$ cat src/rtl/sy_tick_gen.sv
// Programmable enable-tick generator: one-cycle ticks every div_q+1 clocks,
// continuous or as a counted burst, with a handshaked divider update.
module sy_tick_gen #(
  parameter int W           = 8,
  parameter int CW          = 8,
  parameter int DEFAULT_DIV = 4
) (
  input  logic          clk_i,
  input  logic          rst_ni,
  input  logic          start_i,
  input  logic          stop_i,
  input  logic          mode_i,
  input  logic [CW-1:0] burst_len_i,
  input  logic [W-1:0]  div_in_i,
  input  logic          div_valid_i,
  output logic          div_ready_o,
  output logic          enable_o,
  output logic          busy_o,
  output logic          done_o,
  output logic [CW-1:0] pulse_cnt_o
);

  typedef enum logic [1:0] {
    IDLE = 2'd0,
    RUN  = 2'd1,
    DONE = 2'd2
  } state_t;

  state_t        state_q, state_d;
  logic [W-1:0]  div_q, div_d;
  logic [W-1:0]  shadow_q, shadow_d;
  logic          pend_q, pend_d;
  logic [W-1:0]  pre_q, pre_d;
  logic          mode_q, mode_d;
  logic [CW-1:0] len_q, len_d;
  logic [CW-1:0] cnt_q, cnt_d;
  logic          enable_q, enable_d;
  logic          busy_q, busy_d;
  logic          done_q, done_d;

  logic [CW-1:0] cnt_inc;
  logic          xfer;

  always_ff @(posedge clk_i or negedge rst_ni) begin
    if (!rst_ni) begin
      state_q  <= IDLE;
      div_q    <= W'(DEFAULT_DIV);
      shadow_q <= '0;
      pend_q   <= 1'b0;
      pre_q    <= '0;
      mode_q   <= 1'b0;
      len_q    <= '0;
      cnt_q    <= '0;
      enable_q <= 1'b0;
      busy_q   <= 1'b0;
      done_q   <= 1'b0;
    end else begin
      state_q  <= state_d;
      div_q    <= div_d;
      shadow_q <= shadow_d;
      pend_q   <= pend_d;
      pre_q    <= pre_d;
      mode_q   <= mode_d;
      len_q    <= len_d;
      cnt_q    <= cnt_d;
      enable_q <= enable_d;
      busy_q   <= busy_d;
      done_q   <= done_d;
    end
  end

  always_comb begin
    state_d  = state_q;
    div_d    = div_q;
    shadow_d = shadow_q;
    pend_d   = pend_q;
    pre_d    = pre_q;
    mode_d   = mode_q;
    len_d    = len_q;
    cnt_d    = cnt_q;
    enable_d = 1'b0;
    done_d   = 1'b0;
    cnt_inc  = cnt_q + 1'b1;
    // Shadow is only writable while empty, so a transfer never races an apply.
    xfer     = div_valid_i && !pend_q;

    if (xfer) begin
      shadow_d = div_in_i;
      pend_d   = 1'b1;
    end

    case (state_q)
      IDLE: begin
        if (pend_q) begin
          div_d  = shadow_q;
          pend_d = 1'b0;
        end
        if (start_i && !stop_i) begin
          cnt_d  = '0;
          mode_d = mode_i;
          len_d  = burst_len_i;
          pre_d  = div_q;
          if (mode_i && (burst_len_i == '0)) begin
            state_d = DONE;
          end else begin
            state_d = RUN;
          end
        end
      end

      RUN: begin
        if (stop_i) begin
          state_d = IDLE;
        end else if (pre_q != '0) begin
          pre_d = pre_q - 1'b1;
        end else begin
          enable_d = 1'b1;
          cnt_d    = cnt_inc;
          // A pending divider takes effect only at a reload, so the period
          // in progress always finishes with the old value.
          if (pend_q) begin
            div_d  = shadow_q;
            pre_d  = shadow_q;
            pend_d = 1'b0;
          end else begin
            pre_d = div_q;
          end
          if (mode_q && (cnt_inc == len_q)) begin
            state_d = DONE;
          end
        end
      end

      DONE: begin
        if (pend_q) begin
          div_d  = shadow_q;
          pend_d = 1'b0;
        end
        state_d = IDLE;
        if (!stop_i) begin
          done_d = 1'b1;
        end
      end

      default: begin
        state_d = IDLE;
      end
    endcase

    busy_d = (state_d == RUN) || (state_d == DONE);
  end

  assign div_ready_o = !pend_q;
  assign enable_o    = enable_q;
  assign busy_o      = busy_q;
  assign done_o      = done_q;
  assign pulse_cnt_o = cnt_q;

endmodule

$ cat config.mk
export PLATFORM = sky130hd
export DESIGN_NAME = sy_tick_gen
export DESIGN_NICKNAME = d
export VERILOG_FILES = /design/src/rtl/sy_tick_gen.sv
export SDC_FILE = /design/constraint.sdc
export NUM_CORES = 1
export LEC_CHECK = 0
export ABC_AREA = 1
export BUFFER_PORTS_ARGS = -buffer_cell sky130_fd_sc_hd__clkbuf_2
export CORE_ASPECT_RATIO = 2
export CORE_MARGIN = 3
export CORE_UTILIZATION = 26
export CTS_CLUSTER_SIZE = 12
export DETAILED_ROUTE_END_ITERATION = 10
export PLACE_DENSITY = 0.5
export SKIP_CTS_REPAIR_TIMING = 1
export SYNTH_ARGS = -nofsm -noshare
export SYNTH_HDL_FRONTEND = slang
export SYNTH_SLANG_ARGS = --single-unit
$ cat constraint.sdc
create_clock -name clk_i -period 1.7 [get_ports clk_i]
set_input_delay 0.085 -clock clk_i [delete_from_list [all_inputs] [get_ports clk_i]]
set_output_delay 0.085 -clock clk_i [all_outputs]
set_load 0.02 [all_outputs]
==> qor.csv, run 1 <==
stage,metric,value,unit
logic_synthesis,Mapped Area,2520,sq um
route,WL/cell,14.1,microns
timing,Post-Route Setup TNS,0,ns
hold_path,worst hold path class,input pin to register,
floorplanning,Ports,34,
final_layout,Area Overhead vs Synth,26.0,%
final_layout,layout cell share with drive strength beyond 1,25.3,%
placement,hpwl dp,5340,microns
logic_synthesis,ys async rst share,100,%
floorplanning,initial core utilization,26.9,%
global_routing,first-pass GRT wire length,11400,microns
final_layout,most frequent cells in the layout,"nand2_1, dfrtp_1, inv_1",
setup_path,worst reg-to-reg path cell count,9,
setup_path,crit-path max cell delay,0.37,ns
setup_path,"delay-heaviest family, CP",simple AND/OR/NAND/NOR gates,
job,Max Cap Violations,0,
setup_path,FF-to-FF setup slack,0.13,ns
floorplanning,Die Wd,75.7,microns
pwr,Reg power frac,44.0,%
setup_path,Reg2Reg Launch Point,pre_q[1]$_DFFE_PN0P_,
logic_synthesis,sequential share of the synthesized area,46.7,%
setup_path,Worst R2R End,pulse_cnt_o[6]$_DFFE_PN0P_,
route,Detailed Routing Iterations Pass 1,4,
logic_synthesis,"Distinct cells, synth",38,
setup_path,CP arrival,1.78,ns
floorplanning,num rows,50,
timing,RSZ-0062 raised after global routing,true,
timing,Tcrit/Tclk final,92.2,%
pwr,Clock Power Share,27.4,%
setup_path,WS Path Type,register to register,
setup_path,worst setup path startpoint,pre_q[1]$_DFFE_PN0P_,
floorplanning,Die Ht,145,microns
clocking,htree depth,2,
pwr,Gate power share,28.7,%
global_routing,initial antenna violation count,0,
pwr,IR Drop Worst-Case VDD,0.561,mV
placement,placed insts,471,
timing,min cycle time layout,1.57,ns
logic_synthesis,post-synth top area share,45.6,%
timing,final setup vio count,0,
clocking,"CTS clk-pin slew, worst paths",0.07,ns
setup_path,total buffers and inverters traversed by the critical path,3,
final_layout,NumNets Final,399,
outcome,status,completed,
final_layout,diode count,0,
setup_path,Worst Setup Start Kind,register,
clocking,root buffer cell,clkbuf_16,
setup_path,CP Capture Point,pulse_cnt_o[6]$_DFFE_PN0P_,
logic_synthesis,Synthesized Nets,343,
global_routing,GRT Util Overall,13.9,%
setup_path,CP max-delay cell,dfrtp_1,
route,Total Wirelength,6790,microns
pwr,pwr/cell area,1120,nW/um^2
logic_synthesis,Synth area leaders,"dfrtp_1, nand2_1, inv_1",
global_routing,pin count of the biggest net entering global routing,48,
final_layout,"most common cell after layout, fill and taps aside",nand2_1,
logic_synthesis,Ys Warns,0,
clocking,CTS buffer count,5,
floorplanning,Core Box Area,9380,sq um
pwr,Leakage Power,1.54,nW
timing,endpoints failing hold,0,
route,antenna-violating nets left,0,
timing,Hold WS,0.0146,ns
clocking,Clock Path Buffers,2,
route,DR iter-0 viols,112,
timing,fmax,638,MHz
logic_synthesis,number of synthesized register bits,47,
logic_synthesis,Syn Inst Count,319,
clocking,"Clk Latency, worst-skew pair",0.29,ns
pwr,internal power,0.00235,W
logic_synthesis,syn_area_per_cell,7.91,sq um
placement,IO buf count,33,
setup_path,critical path required time,1.91,ns
setup_path,Critical Path Stages,9,
floorplanning,die footprint,11000,sq um
hold_path,Hold Path Depth,3,
pwr,P_sw,0.00120,W
clocking,CTS tree,yes,
setup_path,CP Capture Type,register,
clocking,clock sinks,47,
setup_path,crit path max fanout,4,
route,via/cell ratio,4.71,
final_layout,Filler cells,1025,
timing,Slew headroom,68.2,%
setup_path,"critical path, cell by cell",inv_2 -> ha_4 -> nand3_4 -> nor3_4 -> nand2_2 -> inv_2 -> buf_4 -> nand3_1 -> o21ai_1,
logic_synthesis,"Primary FF master, synth",dfrtp_1,
logic_synthesis,"EDFF count, synth",0,
route,DR DRC count,0,
logic_synthesis,cell accounting for the most synthesized area,dfrtp_1,
timing,Final Max Tran Viols,0,
timing,Tightest Pin Transition,0.475,ns
placement,gp weighted congestion,0.819,
setup_path,"most used cell, CP",inv_2,
timing,Fin Clk Skew,0.00952,ns
route,via count,2262,
final_layout,non-filler instance count after layout,480,
pwr,sw frac,33.9,%
global_routing,GRT overflow,0,
global_routing,vias in the first global route,2348,
[power by group through the flow]
stage / clock network (W) / logic (W) / registers (W)
2_1_floorplan: 0 / 0.000660 / 0.00152
3_3_place_gp: 0 / 0.000974 / 0.00156
3_5_place_dp: 0 / 0.000976 / 0.00156
4_1_cts: 0.00101 / 0.000981 / 0.00154
5_1_grt: 0.00104 / 0.00116 / 0.00160
6_report: 0.000970 / 0.00102 / 0.00156
[synth_stat cells, types with 2 or more instances]
library cell	instances
nand2_1	83
o211ai_1	6
xor2_1	2
ha_1	2
nand4_1	2
nand3_1	27
o22ai_1	4
a22oi_1	3
inv_2	2
clkbuf_1	4
nand2_2	3
inv_1	44
nor3_1	2
a21oi_1	10
dfrtp_1	46
nor2_2	3
mux2_2	6
o21ai_0	32
nor2_1	19
[state kept, by name, indices dropped and copies added, names as in the netlist]
signal       cells
busy_o           1
div_q            8
done_o           1
enable_o         1
len_q            8
mode_q           1
pend_q           1
pre_q            8
pulse_cnt_o      8
shadow_q         8
state_q          2
[worst min path at each step]
stage,start,to
2_1_floorplan,rst_ni,busy_o$_DFF_PN0_
5_1_grt,div_in_i[0],shadow_q[0]$_DFFE_PN0P_
6_report,burst_len_i[4],len_q[4]$_DFFE_PN0P_
4_1_cts,rst_ni,shadow_q[0]$_DFFE_PN0P_
3_5_place_dp,rst_ni,len_q[0]$_DFFE_PN0P_
3_3_place_gp,rst_ni,shadow_q[0]$_DFFE_PN0P_
[metrics by stage]
step / utilization (%) / total power (W) / instance area, sq um / setup WS, ns
floorplan: - / 0.00218 / 2520 / 0.0406
global placement: 31.7 / 0.00253 / 2970 / 0.0456
detailed placement: 31.7 / 0.00254 / 2970 / 0.0126
CTS: 33.1 / 0.00353 / 3110 / -0.00311
global route: 33.9 / 0.00380 / 3180 / -0.0287
finish: 33.9 / 0.00355 / 3180 / 0.132
[kinds of logic after synthesis]
logic type                 share of synthesized area [%]
and+or+nand+nor                                     26.3
AOI/OAI and AO/OA                                   14.1
buffers and inverters                               8.23
DFF                                                 46.7
muxes                                               2.68
xor gates and xnor gates                            1.04
adders and majority gates                          0.991
[cell type report]
type / instances / area (sq um) / area share, %
multi-input combinational: 219 / 1200 / 37.7
clock inverter: 1 / 5.00 / 0.157
timing repair buffer: 55 / 358 / 11.3
sequential: 47 / 1180 / 37.1
tap: 104 / 130 / 4.09
clock buffer: 7 / 133 / 4.17
inverter: 47 / 176 / 5.55
[metal layers]
metal	global-route usage [%]	up-vias	routed length (microns)
met1	12.8	1050	2310
met3	2.35	18	155
met2	26.5	46	4010
met5	0	-	0
li1	-	1148	-
met4	7.71	0	320
[worst min-delay path, delay by kind of cell]
kind,cells,cell delay (ns)
AOI/OAI and AO/OA,1,0.05
buffers and inverters,1,0.09
and+or+nand+nor,1,0.04
Power figures use the tool's default switching activity.
==> run 2, diff against run 1 <==
Settings changed: CTS_BUF_LIST from default to sky130_fd_sc_hd__clkbuf_8, CTS_CLUSTER_DIAMETER from default to 50.
==> qor.csv, run 2 (synthesized netlist as in run 1, its figures left out) <==
stage,metric,value,unit,change
floorplanning,Die Ht,145,microns,unchanged
final_layout,layout cell share with drive strength beyond 1,25.9,%,was 25.3%
outcome,status,"finished, violations left",,was completed
global_routing,initial antenna violation count,0,,unchanged
floorplanning,Ports,34,,unchanged
timing,Final Max Tran Viols,0,,unchanged
global_routing,pin count of the biggest net entering global routing,48,,unchanged
setup_path,CP Capture Type,register,,unchanged
timing,Hold WS,-0.00734,ns,was 0.0146 ns
hold_path,worst hold path class,input pin to register,,unchanged
setup_path,Worst Setup Start Kind,register,,unchanged
final_layout,NumNets Final,405,,was 399
outcome,failing checks,hold timing,,
pwr,IR Drop Worst-Case VDD,0.483,mV,was 0.561 mV
timing,final setup vio count,0,,unchanged
pwr,Leakage Power,1.55,nW,was 1.54 nW
floorplanning,Die Wd,75.7,microns,unchanged
timing,endpoints failing hold,4,,was 0
floorplanning,die footprint,11000,sq um,unchanged
global_routing,first-pass GRT wire length,11300,microns,was 11400 microns
placement,gp weighted congestion,0.819,,unchanged
route,DR DRC count,0,,unchanged
floorplanning,initial core utilization,26.9,%,unchanged
final_layout,Area Overhead vs Synth,26.5,%,was 26.0%
setup_path,Reg2Reg Launch Point,pre_q[1]$_DFFE_PN0P_,,unchanged
setup_path,crit path max fanout,8,,was 4
timing,Tightest Pin Transition,0.478,ns,was 0.475 ns
global_routing,vias in the first global route,2331,,was 2348
final_layout,diode count,0,,unchanged
timing,fmax,612,MHz,was 638 MHz
global_routing,GRT overflow,0,,unchanged
setup_path,WS Path Type,register to register,,unchanged
setup_path,critical path required time,1.89,ns,was 1.91 ns
setup_path,FF-to-FF setup slack,0.07,ns,was 0.13 ns
clocking,CTS buffer count,5,,unchanged
hold_path,Hold Crit Endpoint,len_q[4]$_DFFE_PN0P_,,unchanged
route,DR iter-0 viols,98,,was 112
final_layout,Filler cells,1022,,was 1025
hold_path,Hold Crit Start,burst_len_i[4],,unchanged
route,antenna-violating nets left,0,,unchanged
floorplanning,num rows,50,,unchanged
pwr,pwr/cell area,1030,nW/um^2,was 1120 nW/um^2
setup_path,Worst R2R End,div_q[7]$_DFFE_PN0P_,,was pulse_cnt_o[6]$_DFFE_PN0P_
route,via count,2288,,was 2262
route,Total Wirelength,6970,microns,was 6790 microns
clocking,Clock Path Buffers,2,,unchanged
route,WL/cell,14.3,microns,was 14.1 microns
timing,RSZ-0062 raised after global routing,true,,unchanged
clocking,root buffer cell,clkbuf_8,,was clkbuf_16
global_routing,GRT Util Overall,13.9,%,about the same
timing,Post-Route Setup TNS,0,ns,unchanged
job,Max Cap Violations,0,,unchanged
clocking,CTS tree,yes,,unchanged
timing,min cycle time layout,1.63,ns,was 1.57 ns
timing,Tcrit/Tclk final,96.1,%,was 92.2%
final_layout,fin util,34.0,%,was 33.9%
placement,IO buf count,33,,unchanged
placement,hpwl dp,5340,microns,unchanged
placement,Post-DP Area,2970,sq um,unchanged
hold_path,Hold Path Depth,3,,unchanged
final_layout,most frequent cells in the layout,"nand2_1, dfrtp_1, inv_1",,unchanged
clocking,clock sinks,47,,unchanged
timing,Slew headroom,68.0,%,was 68.2%
route,Detailed Routing Iterations Pass 1,4,,unchanged
floorplanning,Core Box Area,9380,sq um,unchanged
clocking,htree depth,2,,unchanged
final_layout,cell area after layout,3190,sq um,was 3180 sq um
setup_path,worst reg-to-reg path cell count,8,,was 9
setup_path,CP arrival,1.83,ns,was 1.78 ns
route,via/cell ratio,4.71,,about the same
timing,Fin Clk Skew,0.0141,ns,was 0.00952 ns
final_layout,"most common cell after layout, fill and taps aside",nand2_1,,unchanged
clocking,"CTS clk-pin slew, worst paths",0.09,ns,was 0.07 ns
clocking,"Clk Latency, worst-skew pair",0.31,ns,was 0.29 ns
==> run 2: cell types whose count changed in the layout (fill, tap and decap cells not counted) <==
cell,before,now
o21ai_0,31,32
o21ai_1,1,0
buf_4,19,22
clkbuf_16,5,1
clkbuf_1,2,0
clkbuf_8,0,5
inv_1,41,43
dlygate4sd3_1,1,3
==> run 2: layout make-up <==
| class | count | area [sq um] | share of cell area (%) |
|---|---|---|---|
| multi-input combinational | 219 | 1200 | 37.6 |
| tap | 104 | 130 | 4.08 |
| clock buffer | 5 | 68.8 | 2.16 |
| inverter | 47 | 176 | 5.53 |
| sequential | 47 | 1180 | 36.9 |
| clock inverter | 3 | 12.5 | 0.392 |
| timing repair buffer | 61 | 425 | 13.3 |
==> run 2: worst max path at each step <==
stage	from	end	cells past startpoint
after floorplan	pre_q[0]$_DFFE_PN0P_	pend_q$_DFF_PN0_	8
after global placement	pre_q[1]$_DFFE_PN0P_	pulse_cnt_o[6]$_DFFE_PN0P_	9
after detailed placement	pre_q[1]$_DFFE_PN0P_	pulse_cnt_o[6]$_DFFE_PN0P_	9
after CTS	pre_q[1]$_DFFE_PN0P_	pulse_cnt_o[6]$_DFFE_PN0P_	9
after global routing	pulse_cnt_o[1]$_DFFE_PN0P_	state_q[0]$_DFF_PN0_	11
final	pre_q[1]$_DFFE_PN0P_	div_q[7]$_DFFE_PN0P_	8
==> run 2: per-layer routing <==
metal	track usage (%)	vias up	wire length [microns]
li1	-	1161	-
met1	12.8	1071	2320
met2	26.6	40	4170
met3	2.28	16	149
met4	7.88	0	330
met5	0	-	0
==> run 2: critical path: stages (launching register included) <==
cell and delay [ns]:
dfrtp_1 0.38, inv_2 0.08, ha_4 0.15, nand3_4 0.10, nor2_4 0.12, nand2_4 0.08
o31ai_4 0.30, clkbuf_16 0.22, o21ai_0 0.07
==> run 2: report_power, final <==
group	leakage (nW)	total (W)	switching [W]	internal [W]
Combinational	0.920	0.00105	0.000599	0.000450
Clock	0.0505	0.000675	0.000397	0.000278
Sequential	0.584	0.00156	0.000189	0.00137
Total	1.55	0.00328	0.00118	0.00210
==> run 2: metrics by stage <==
step,std cells,total power [W],setup WS [ns]
floorplan,319,0.00218,0.0406
global placement,471,0.00253,0.0456
detailed placement,471,0.00254,0.0126
CTS,479,0.00323,-0.00755
global route,486,0.00353,-0.0329
finish,486,0.00328,0.0666
==> run 3, diff against run 2 <==
Settings changed: ABC_AREA 1 to default.
==> qor.csv, run 3 <==
stage,metric,value,unit,change
outcome,failing checks,"hold timing, setup timing",,was hold timing
setup_path,CP Capture Type,register,,unchanged
clocking,htree depth,2,,unchanged
clocking,Clock Path Buffers,2,,unchanged
pwr,Gate power share,34.1,%,was 32.0%
route,Total Wirelength,7130,microns,was 6970 microns
logic_synthesis,"EDFF count, synth",0,,unchanged
final_layout,diode count,0,,unchanged
hold_path,worst hold path class,input pin to register,,unchanged
timing,Tcrit/Tclk final,115,%,was 96.1%
floorplanning,Die Ht,144,microns,was 145 microns
setup_path,critical path required time,1.90,ns,was 1.89 ns
final_layout,"most common cell after layout, fill and taps aside",buf_4,,was nand2_1
route,Detailed Routing Iterations Pass 1,4,,unchanged
pwr,Leakage Power,1.60,nW,was 1.55 nW
clocking,"Clk Latency, worst-skew pair",0.31,ns,about the same
logic_synthesis,cell with the most instances after synthesis,dfrtp_1,,was nand2_1
global_routing,initial antenna violation count,0,,unchanged
logic_synthesis,ys async rst share,100,%,unchanged
timing,Final Max Tran Viols,0,,unchanged
placement,gp weighted congestion,0.828,,was 0.819
pwr,sw frac,31.7,%,was 36.1%
logic_synthesis,syn_area_per_cell,9.70,sq um,was 7.91 sq um
floorplanning,num rows,49,,was 50
final_layout,non-filler instance count after layout,445,,was 486
route,WL/cell,16.0,microns,was 14.3 microns
timing,fmax,509,MHz,was 612 MHz
logic_synthesis,Synth area leaders,"dfrtp_1, mux2_2, nand2_1",,"was dfrtp_1, nand2_1, inv_1"
floorplanning,Die Wd,74.9,microns,was 75.7 microns
placement,placed insts,429,,was 471
logic_synthesis,number of synthesized register bits,47,,unchanged
global_routing,GRT overflow,0,,unchanged
setup_path,CP arrival,2.16,ns,was 1.83 ns
timing,Slew headroom,70.4,%,was 68.0%
pwr,IR Drop Worst-Case VDD,0.641,mV,was 0.483 mV
pwr,internal power,0.00270,W,was 0.00210 W
floorplanning,Core Box Area,9140,sq um,was 9380 sq um
logic_synthesis,Synthesized Nets,278,,was 343
logic_synthesis,"Primary FF master, synth",dfrtp_1,,unchanged
global_routing,pin count of the biggest net entering global routing,36,,was 48
route,DR iter-0 viols,96,,was 98
floorplanning,Ports,34,,unchanged
final_layout,Register Area,1180,sq um,about the same
route,antenna-violating nets left,0,,unchanged
logic_synthesis,"Distinct cells, synth",53,,was 38
global_routing,vias in the first global route,2293,,was 2331
pwr,Design Power,0.00395,W,was 0.00328 W
clocking,root buffer cell,clkbuf_8,,unchanged
logic_synthesis,Syn Inst Count,254,,was 319
final_layout,NumNets Final,366,,was 405
clocking,CTS buffer count,5,,unchanged
route,via count,2239,,was 2288
logic_synthesis,Ys Warns,0,,unchanged
timing,Fin Clk Skew,0.00858,ns,was 0.0141 ns
clocking,clock sinks,47,,unchanged
global_routing,GRT Util Overall,14.3,%,was 13.9%
route,via/cell ratio,5.03,,was 4.71
timing,final setup vio count,15,,was 0
route,DR DRC count,0,,unchanged
logic_synthesis,sequential share of the synthesized area,47.8,%,was 46.7%
logic_synthesis,commonest cells in the netlist,"dfrtp_1, nand2_1, o21ai_0",,"was nand2_1, dfrtp_1, inv_1"
placement,IO buf count,33,,unchanged
timing,RSZ-0062 raised after global routing,true,,unchanged
final_layout,most frequent cells in the layout,"buf_4, dfrtp_1, nand2_1",,"was nand2_1, dfrtp_1, inv_1"
floorplanning,die footprint,10800,sq um,was 11000 sq um
clocking,CTS tree,yes,,unchanged
final_layout,layout cell share with drive strength beyond 1,39.9,%,was 25.9%
pwr,Reg power frac,40.6,%,was 47.4%
pwr,Clock Power Share,25.3,%,was 20.6%
setup_path,WS Path Type,register to register,,unchanged
timing,min cycle time layout,1.96,ns,was 1.63 ns
final_layout,Filler cells,913,,was 1022
pwr,P_sw,0.00125,W,was 0.00118 W
clocking,"CTS clk-pin slew, worst paths",0.09,ns,about the same
timing,Tightest Pin Transition,0.443,ns,was 0.478 ns
timing,Hold WS,-0.0255,ns,was -0.00734 ns
setup_path,Worst Setup Start Kind,register,,unchanged
outcome,status,"finished, violations left",,unchanged
logic_synthesis,Mapped Area,2460,sq um,was 2520 sq um
setup_path,FF-to-FF setup slack,-0.26,ns,was 0.07 ns
global_routing,first-pass GRT wire length,11600,microns,was 11300 microns
timing,post-route worst setup slack,-0.263,ns,was 0.0666 ns
logic_synthesis,post-synth top area share,46.7,%,was 45.6%
final_layout,Area Overhead vs Synth,40.2,%,was 26.5%
logic_synthesis,cell accounting for the most synthesized area,dfrtp_1,,unchanged
job,Max Cap Violations,0,,unchanged
floorplanning,initial core utilization,27.0,%,was 26.9%
setup_path,crit path max fanout,2,,was 8
final_layout,footprint of the multi-input gates,1350,sq um,was 1200 sq um
placement,hpwl dp,5540,microns,was 5340 microns
placement,Setup WS pre-CTS,-0.255,ns,was 0.0126 ns
timing,endpoints failing hold,10,,was 4
pwr,pwr/cell area,1140,nW/um^2,was 1030 nW/um^2
==> run 3: cell count changes after synthesis, sizes merged, moves of 4 or more <==
| cell | delta |
|---|---|
| inv | -40 |
| nor2 | -6 |
| xnor2 | +6 |
| a21oi | -5 |
| o211ai | -5 |
| mux2 | +11 |
| o21ai | -9 |
| a31oi | +4 |
| nand3 | -19 |
| nand2 | -46 |
| o221ai | +4 |
==> run 3: critical path, stage by stage (launching register included) <==
cell	delay, ns
dfrtp_2	0.43
ha_4	0.27
xnor2_1	0.11
nand2_1	0.10
or4_4	0.53
a211o_1	0.26
o22a_1	0.16
==> run 3: layout make-up <==
type                       instances  area share, %
clock buffer                       5           1.99
tap                              102           3.69
multi-input combinational        191           39.1
inverter                           8          0.942
sequential                        47           34.2
clock inverter                     3           1.85
timing repair buffer              89           18.3
==> run 3: through the flow <==
stage                     util [%]  setup TNS (ns)  instance area (sq um)
after floorplan                  -           -1.94                   2510
after global placement        34.5           -1.28                   3150
after detailed placement      34.5           -1.95                   3150
after CTS                     35.9           -2.44                   3280
after global routing          37.8           -3.76                   3450
final                         37.8           -2.05                   3450
==> run 3: power groups by stage <==
stage                     combinational [W]  clock (W)  sequential [W]
after CTS                           0.00126    0.00103         0.00161
final                               0.00134   0.000998         0.00160
after floorplan                    0.000729          0         0.00159
after global routing                0.00148    0.00105         0.00164
after detailed placement            0.00125          0         0.00163
after global placement              0.00124          0         0.00163
==> run 3: path summary, 6_finish.rpt <==
kind / end / startpoint / depth (start not counted)
worst min register to register: mode_q$_DFFE_PN0P_ / mode_q$_DFFE_PN0P_ / 2
max in group asynchronous: pulse_cnt_o[0]$_DFFE_PN0P_ / rst_ni / 3
min in group asynchronous: done_o$_DFF_PN0_ / rst_ni / 2
worst min-delay path: len_q[6]$_DFFE_PN0P_ / burst_len_i[6] / 3
worst max register to register: state_q[0]$_DFF_PN0_ / pulse_cnt_o[1]$_DFFE_PN0P_ / 6
worst max-delay path: state_q[0]$_DFF_PN0_ / pulse_cnt_o[1]$_DFFE_PN0P_ / 6
==> run 3: kinds of logic (layout without fill, tap and decap cells) <==
family	Yosys count	in the layout	share of synthesized area, %
mux	20	20	8.98
xor+xnor	10	10	3.55
buf+inv	16	105	2.49
fa+ha+maj	2	2	1.02
compound gates	60	60	15.7
flops	47	47	47.8
simple gates	99	99	20.5
==> run 3: metal layers <==
layer / part of all wire, % / global-route usage, % / vias up
met5: 0 / 0 / -
met3: 2.5 / 1.82 / 9
met4: 2.3 / 6.00 / 0
li1: - / - / 1089
met1: 34 / 14.0 / 1099
met2: 61 / 28.3 / 42
